$ cat src/rtl/hazard_ctrl_if.sv
// hazard_ctrl_if: hazard inputs from ID/EX/dmem and the pipeline control strobes.
interface hazard_ctrl_if #(parameter int REG_ADDR_W = 5);
  logic [REG_ADDR_W-1:0] id_rs1, id_rs2, ex_rd;
  logic id_uses_rs1, id_uses_rs2, ex_memread, ex_branch_taken, mem_busy;
  logic pc_write, enable_if, flush_if, bubble_ex;
  modport master (
    output id_rs1, id_rs2, ex_rd, id_uses_rs1, id_uses_rs2, ex_memread, ex_branch_taken, mem_busy,
    input  pc_write, enable_if, flush_if, bubble_ex
  );
  modport slave (
    input  id_rs1, id_rs2, ex_rd, id_uses_rs1, id_uses_rs2, ex_memread, ex_branch_taken, mem_busy,
    output pc_write, enable_if, flush_if, bubble_ex
  );
endinterface

$ cat src/rtl/hazard_ctrl.sv
// hazard_ctrl: load-use stall, branch flush and memory freeze sequencing for the 5-stage core.
// HAZARD_CTRL_PERF_EN adds the stall_cnt/flush_cnt performance counters.
module hazard_ctrl #(
  parameter int REG_ADDR_W = 5,
  parameter int FLUSH_CYCLES = 1
`ifdef HAZARD_CTRL_PERF_EN
  , parameter int CNT_W = 32
`endif
) (
  input  logic clk,
  input  logic rst,
  hazard_ctrl_if.slave h,
  output logic [1:0] state
`ifdef HAZARD_CTRL_PERF_EN
  , output logic [CNT_W-1:0] stall_cnt
  , output logic [CNT_W-1:0] flush_cnt
`endif
);
  typedef enum logic [1:0] {RUN = 2'd0, FLUSH = 2'd1, FREEZE = 2'd2} st_t;
  st_t st;
  logic [1:0] fcnt;
  logic br_pend, ret_flush;
  logic lu, br, ret, fl, stall;
  assign state = st;
  always_comb begin
    lu = h.ex_memread && h.ex_rd != REG_ADDR_W'(0) &&
         ((h.id_uses_rs1 && h.id_rs1 == h.ex_rd) || (h.id_uses_rs2 && h.id_rs2 == h.ex_rd));
    br = st != FLUSH && (h.ex_branch_taken || br_pend);
    // release of a freeze that interrupted a flush resumes the remaining flush cycles
    ret = st == FREEZE && ret_flush && fcnt != 2'd0;
    fl = !h.mem_busy && (br || st == FLUSH);
    stall = !h.mem_busy && !fl && !ret && lu;
    h.flush_if = rst || fl;
    h.bubble_ex = rst || fl || stall;
    h.pc_write = !rst && !h.mem_busy && !stall;
    h.enable_if = !rst && !h.mem_busy && !stall;
  end
  always_ff @(posedge clk or posedge rst) begin
    if (rst) begin
      st <= RUN;
      fcnt <= 2'd0;
      br_pend <= 1'b0;
      ret_flush <= 1'b0;
    end else if (h.mem_busy) begin
      st <= FREEZE;
      if (h.ex_branch_taken) br_pend <= 1'b1;
      if (st != FREEZE) ret_flush <= st == FLUSH;
    end else if (br) begin
      br_pend <= 1'b0;
      fcnt <= 2'(FLUSH_CYCLES - 1);
      st <= FLUSH_CYCLES > 1 ? FLUSH : RUN;
    end else if (st == FLUSH) begin
      fcnt <= fcnt - 2'd1;
      st <= fcnt == 2'd1 ? RUN : FLUSH;
    end else begin
      st <= ret ? FLUSH : RUN;
    end
  end
`ifdef HAZARD_CTRL_PERF_EN
  always_ff @(posedge clk or posedge rst) begin
    if (rst) begin
      stall_cnt <= '0;
      flush_cnt <= '0;
    end else begin
      stall_cnt <= stall_cnt + CNT_W'(!h.pc_write);
      flush_cnt <= flush_cnt + CNT_W'(h.flush_if);
    end
  end
`endif
endmodule
$ cat src/flat_wrapper.sv
// flat-port wrapper written by rule: the top's interface ports become plain ports
module hazard_ctrl_flat 
#(
  parameter int REG_ADDR_W = 5,
  parameter int FLUSH_CYCLES = 1

)
  (clk, rst, state, h_id_rs1, h_id_rs2, h_ex_rd, h_id_uses_rs1, h_id_uses_rs2, h_ex_memread, h_ex_branch_taken, h_mem_busy, h_pc_write, h_enable_if, h_flush_if, h_bubble_ex);
  hazard_ctrl_if #(.REG_ADDR_W(REG_ADDR_W)) h_i ();
  input  logic clk;
  input  logic rst;
  output logic [1:0] state;
  input wire logic [$bits(h_i.id_rs1)-1:0] h_id_rs1;
  input wire logic [$bits(h_i.id_rs2)-1:0] h_id_rs2;
  input wire logic [$bits(h_i.ex_rd)-1:0] h_ex_rd;
  input wire logic [$bits(h_i.id_uses_rs1)-1:0] h_id_uses_rs1;
  input wire logic [$bits(h_i.id_uses_rs2)-1:0] h_id_uses_rs2;
  input wire logic [$bits(h_i.ex_memread)-1:0] h_ex_memread;
  input wire logic [$bits(h_i.ex_branch_taken)-1:0] h_ex_branch_taken;
  input wire logic [$bits(h_i.mem_busy)-1:0] h_mem_busy;
  output wire logic [$bits(h_i.pc_write)-1:0] h_pc_write;
  output wire logic [$bits(h_i.enable_if)-1:0] h_enable_if;
  output wire logic [$bits(h_i.flush_if)-1:0] h_flush_if;
  output wire logic [$bits(h_i.bubble_ex)-1:0] h_bubble_ex;
  assign h_i.id_rs1 = h_id_rs1;
  assign h_i.id_rs2 = h_id_rs2;
  assign h_i.ex_rd = h_ex_rd;
  assign h_i.id_uses_rs1 = h_id_uses_rs1;
  assign h_i.id_uses_rs2 = h_id_uses_rs2;
  assign h_i.ex_memread = h_ex_memread;
  assign h_i.ex_branch_taken = h_ex_branch_taken;
  assign h_i.mem_busy = h_mem_busy;
  assign h_pc_write = h_i.pc_write;
  assign h_enable_if = h_i.enable_if;
  assign h_flush_if = h_i.flush_if;
  assign h_bubble_ex = h_i.bubble_ex;
  hazard_ctrl #(.REG_ADDR_W(REG_ADDR_W), .FLUSH_CYCLES(FLUSH_CYCLES)) u_core (.clk(clk), .rst(rst), .h(h_i), .state(state));
endmodule
$ cat config.mk
export PLATFORM = sky130hd
export DESIGN_NAME = hazard_ctrl_flat
export DESIGN_NICKNAME = d
export VERILOG_FILES = /design/src/rtl/hazard_ctrl_if.sv /design/src/rtl/hazard_ctrl.sv /design/src/flat_wrapper.sv
export SDC_FILE = /design/constraint.sdc
export NUM_CORES = 1
export LEC_CHECK = 0
export CAP_MARGIN = 20
export CORE_AREA = 2 2 39 41
export CTS_BUF_LIST = sky130_fd_sc_hd__clkbuf_16
export DETAILED_ROUTE_END_ITERATION = 8
export DIE_AREA = 0 0 41 43
export DONT_BUFFER_PORTS = 1
export PLACE_DENSITY = 0.5
export SLEW_MARGIN = 10
export SYNTH_ARGS = -nofsm -noshare
export SYNTH_HDL_FRONTEND = slang
export SYNTH_SLANG_ARGS = --single-unit
$ cat constraint.sdc
create_clock -name clk -period 3.5 [get_ports clk]
set_input_delay 0.35 -clock clk [delete_from_list [all_inputs] [get_ports clk]]
set_output_delay 0.35 -clock clk [all_outputs]
set_load 0.05 [all_outputs]
# --- Word-level counts from Yosys, hierarchy flattened ---
# Index checks and enable logic that the tools add are counted.
# Widths: inputs -> output; s select.
word_totals:
  output_inout_bits: 6
  in_bits: 22
  register_bits: 6
  wordCells: 54
classes:
  mux: 10
  n_addsub: 1
  bitwise: 1
  eq_ne: 8
  reduce_logical: 30
ops:
  columns: ["operator", "n"]
  rows:
  - ["$logic_and 1x1->1", 13]
  - ["$eq 5x5->1", 2]
  - ["$mux 2", 5]
  - ["$reduce_and 2->1", 3]
  - ["$reduce_bool 2->1", 3]
  - ["$logic_not 1->1", 5]
  - ["$logic_or 1x1->1", 5]
  - ["$mux 1", 5]
  - ["$reduce_bool 5->1", 1]
  - ["$eq 2x1->1 const B", 2]
  - ["$ne 2x2->1 const B", 2]
  - ["$eq 2x2->1 const B", 1]
  - ["$ne 2x1->1 const B", 1]
  - ["$sub 2x1->2 const B", 1]
  - ["$not 1->1", 1]

# --- Depth between registers and ports, before layout ---
depth:
  depth_word: 10
  ltp_mapped: 6
  depth_no_buf: 5

# --- Worst setup path after synthesis ---
# OpenSTA, ideal clock, no wires.
synth_path:
  path_type: "register to output"
  startpoint: "register u_core.st[1], in the netlist u_core.state[1]"
  endpoint: "output port h_pc_write"
  arrival_ps: 2247
  path_buffers: 1
  required_time_ps: 3150
  slack_ps: 903
  stages_incl_launch_ff: 6
  path_cell_list: "dfrtp_1 -> inv_1 -> nor4b_4 -> nor3_1 -> a211oi_2 -> buf_4"
synth_between:
  elab_chain_cells: 10
  word_cells_on_any_way: 15
  classes_between: "eq/ne (3); reduce/logical (12)"
synth_lines:
  columns: ["element", "line", "source"]
  rows:
  - ["from (decl)", "hazard_ctrl.sv:20", "st_t st;"]
  - ["from (signal assigned)", "hazard_ctrl.sv:51", "st <= FLUSH_CYCLES > 1 ? FLUSH : RUN;"]
  - ["from (signal assigned)", "hazard_ctrl.sv:54", "st <= fcnt == 2'd1 ? RUN : FLUSH;"]
  - ["from (signal assigned)", "hazard_ctrl.sv:56", "st <= ret ? FLUSH : RUN;"]
  - ["$ne 2x1->1", "hazard_ctrl.sv:28", "br = st != FLUSH && (h.ex_branch_taken || br_pend);"]
  - ["$logic_and 1x1->1", "hazard_ctrl.sv:28", null]
  - ["$logic_or 1x1->1", "hazard_ctrl.sv:31", "fl = !h.mem_busy && (br || st == FLUSH);"]
  - ["$logic_and 1x1->1", "hazard_ctrl.sv:31", null]
  - ["$logic_not 1->1", "hazard_ctrl.sv:32", "stall = !h.mem_busy && !fl && !ret && lu;"]
  - ["$logic_and 1x1->1", "hazard_ctrl.sv:32", null]
  - ["$logic_and 1x1->1 * (2 in a row)", "hazard_ctrl.sv:32", null]
  - ["$logic_not 1->1 *", null, null]
  - ["$logic_and 1x1->1 *", null, null]
  - ["to (decl)", "flat_wrapper.sv:21", "output wire logic [$bits(h_i.pc_write)-1:0] h_pc_write;"]
# Mark *: on every way between the ends. The rest lies on a longest branch, timed or not.

# --- Worst setup path after layout ---
layout_path:
  startpoint: "register u_core.st[0], in the netlist u_core.state[0]"
  endpoint: "output port h_bubble_ex"
layout_between:
  word_cells_on_any_way: 15
  classes_between: "eq/ne (3); reduce/logical (12)"
layout_lines:
  columns: ["element", "line", "source"]
  rows:
  - ["$ne 2x1->1", "hazard_ctrl.sv:28", null]
  - ["$logic_and 1x1->1", "hazard_ctrl.sv:28", null]
  - ["$logic_or 1x1->1 *", "hazard_ctrl.sv:31", null]
  - ["$logic_and 1x1->1 *", "hazard_ctrl.sv:31", null]
  - ["$logic_or 1x1->1 *", null, null]
  - ["named net h_flush_if", "flat_wrapper.sv:23", "output wire logic [$bits(h_i.flush_if)-1:0] h_flush_if;"]
  - ["$logic_or 1x1->1 *", "hazard_ctrl.sv:34", "h.bubble_ex = rst || fl || stall;"]
  - ["to (decl)", "flat_wrapper.sv:24", "output wire logic [$bits(h_i.bubble_ex)-1:0] h_bubble_ex;"]
# The timed path passes the listed nets; every way through them passes the cells marked *.

==> run_results.csv <==
group,metric,value,unit
clocking,htree_levels,1,
status,outcome,"finished, final reports clean",
clocking,clk_pin_slew,0.03,ns
synthesis,ys_ff_latch,6,
critical_path,crit_required,3.15,ns
finish,drive_gt1_frac,0.1296,
global_route,grt_use_total,0.1337,
sta,slew_headroom,0.5918,
die,dieArea,1763,um^2
global_route,grt_pass1_wl,1.511,mm
die,core.rowCount,14,
clocking,cts.sinks,6,
sta,final.setup.tns,0,ns
die,die_w,41,um
die,start_util,0.3382,
synthesis,seq_area_frac_synth,0.3209,
die,die_h,43,um
synthesis,synth_area_leaders,"dfrtp_1 (32%), xnor2_1 (19%), ha_1 (5.3%)",
sta,hold_viol,0,
finish,fin_util,0.4159,
route,num_vias,365,
critical_path,crit_arrival,2.14,ns
synthesis,synth_cell_type_count,24,
power,max-vdd-ir-drop,0.3157,mV
power,p_leak,0.2218,nW
sta,grt_setup_unrepaired,"no",
route,drt_first_pass_iters,2,
route,avgRoutedWirePerCell,13.49,um
route,final_antenna_net_count,0,
synthesis,synthFlopType,"dfrtp_1",
route,drt_iter0_markers,1,
power,power_per_cell_area,502.0,nW/um^2
sta,post-route-period-util,0.7102,
clocking,cts-root-buf,"clkbuf_16",
sta,setup_viol_count_final,0,
synthesis,synth_top_area_frac,0.3209,
finish,area_growth,22.99,%
synthesis,netlist.top_cell.by_area,"dfrtp_1",
min_path,hold_path.class,"input port to register",
die,core_area,1384,um^2
global_route,antenna_found_initial,0,
synthesis,netlist_instances,51,
sta,fin_crit,2.486,ns
route,drc,0,
clocking,insertion_delay,0.22,ns
finish,antenna_cells,0,
synthesis,synthesis.nets,75,
critical_path,path_class,"register to output port",
synthesis,synth_edf_count,0,
synthesis,synth-async-reset-ratio,1.000,
global_route,grt_max_degree,11,
flow_run,maxCapViolCount,0,
clocking,postCtsResizedCells,0,
clocking,cts_tree,"built",
route,viasPerCell,5.214,
finish,fill_cells,153,
synthesis,synth_warnings,0,
synthesis,post_synth.cell_area_avg,9.175,um^2
finish,nets,80,
synthesis,synth_area,467.9,um^2
sta,skew,0.0009694,ns
critical_path,cp-end-kind,"output port",
placement,dp_hpwl,800.4,um
critical_path,startpoint_type,"register",
sta,fmax,0.4023,GHz
placement,place_congestion,0.7159,
placement,port_buffers,0,
critical_path,cp_max_fo,5,
sta,max_slew.worst_pin.slew,0.6122,ns
sta,drv_slew,0,
clocking,numCtsBuffers,3,
route,wirelength,944,um
clocking,clockBufferDepth,2,
global_route,grt_pass1_vias,372,
sta,hold_slack,0.1550,ns
die,num_io_pins,28,
global_route,grt-ovfl-total,0,
[cell usage in the layout, fill, tap and decap left out, types with 2 or more instances in the layout]
cell type / netlist / layout
inv_1: 4 / 4
ha_1: 2 / 2
o21ai_0: 2 / 2
clkbuf_16: 0 / 3
nor2_1: 5 / 5
dfrtp_1: 6 / 6
xnor2_1: 10 / 10
nand2_1: 2 / 2
nand4_1: 2 / 2
a21oi_1: 3 / 3
[flip-flops by register name, summed over array words and instances, names as in the netlist]
signal / count
u_core.br_pend: 1
u_core.state: 2
u_core.ret_flush: 1
u_core.fcnt: 2
[report_power, final]
part	total (mW)	internal [mW]	switching, mW
Sequential	0.0743	0.0712	0.00316
Combinational	0.0347	0.0144	0.0203
Clock	0.180	0.146	0.0338
[critical path, cell delays in order (launching register included)]
cell and delay (ns):
dfrtp_1 0.72, nand2b_1 0.22, a21oi_1 0.24, or2_2 0.32, a21o_1 0.40
[Yosys cell counts, types with 2 or more instances]
cell	instances
nand2_1	2
nand4_1	2
nor2_1	5
o21ai_0	2
inv_1	4
a21oi_1	3
ha_1	2
dfrtp_1	6
xnor2_1	10
[metal layers]
| layer | part of all wire | track usage |
|---|---|---|
| met1 | 0.41 | 0.1391 |
| met2 | 0.50 | 0.2156 |
| met3 | 0.066 | 0.03141 |
| met4 | 0.016 | 0.1000 |
| met5 | 0 | 0 |
[final cells by class]
class | count | area (um^2) | share of cell area
Clock buffer | 3 | 75.07 | 0.1304
Inverter | 4 | 15.01 | 0.02609
Multi-Input combinational cell | 39 | 297.8 | 0.5174
Sequential cell | 6 | 150.1 | 0.2609
Tap cell | 16 | 20.02 | 0.03478
Timing Repair Buffer | 2 | 17.52 | 0.03043
[metrics by stage]
stage / worst slack, ns / std cells / total power, mW / cell area [um^2]
2_1_floorplan: 0.9034 / 51 / 0.1069 / 467.9
3_3_place_gp: 1.287 / 66 / 0.1090 / 490.5
3_5_place_dp: 1.248 / 66 / 0.1092 / 490.5
4_1_cts: 1.001 / 70 / 0.2922 / 575.6
5_1_grt: 0.9429 / 70 / 0.2995 / 575.6
6_report: 1.014 / 70 / 0.2889 / 575.6
[final timing paths]
check	from	endpoint	slack, ns	cells after the start
min	h_mem_busy	u_core.state[1]	0.16	0
max in group asynchronous	rst	u_core.ret_flush	2.81	2
min reg2reg	u_core.br_pend	u_core.br_pend	0.51	2
max reg2reg	u_core.state[0]	u_core.fcnt[0]	2.03	3
max	u_core.state[0]	h_bubble_ex	1.01	4
min in group asynchronous	rst	u_core.fcnt[1]	0.50	2
[kinds of logic after synthesis]
family	share of synthesized area
compound gates	0.1471
buf+inv	0.05881
xor+xnor	0.1872
flops	0.3208
simple gates	0.2327
fa+ha+maj	0.05347
[timing repair]
action                                  4_1_cts  5_1_grt
hold endpoints to repair                      6        0
buffers inserted                              0        0
endpoints found under the setup margin        0        0
hold buffers                                  1        0
(Power assumes the default switching activity.)
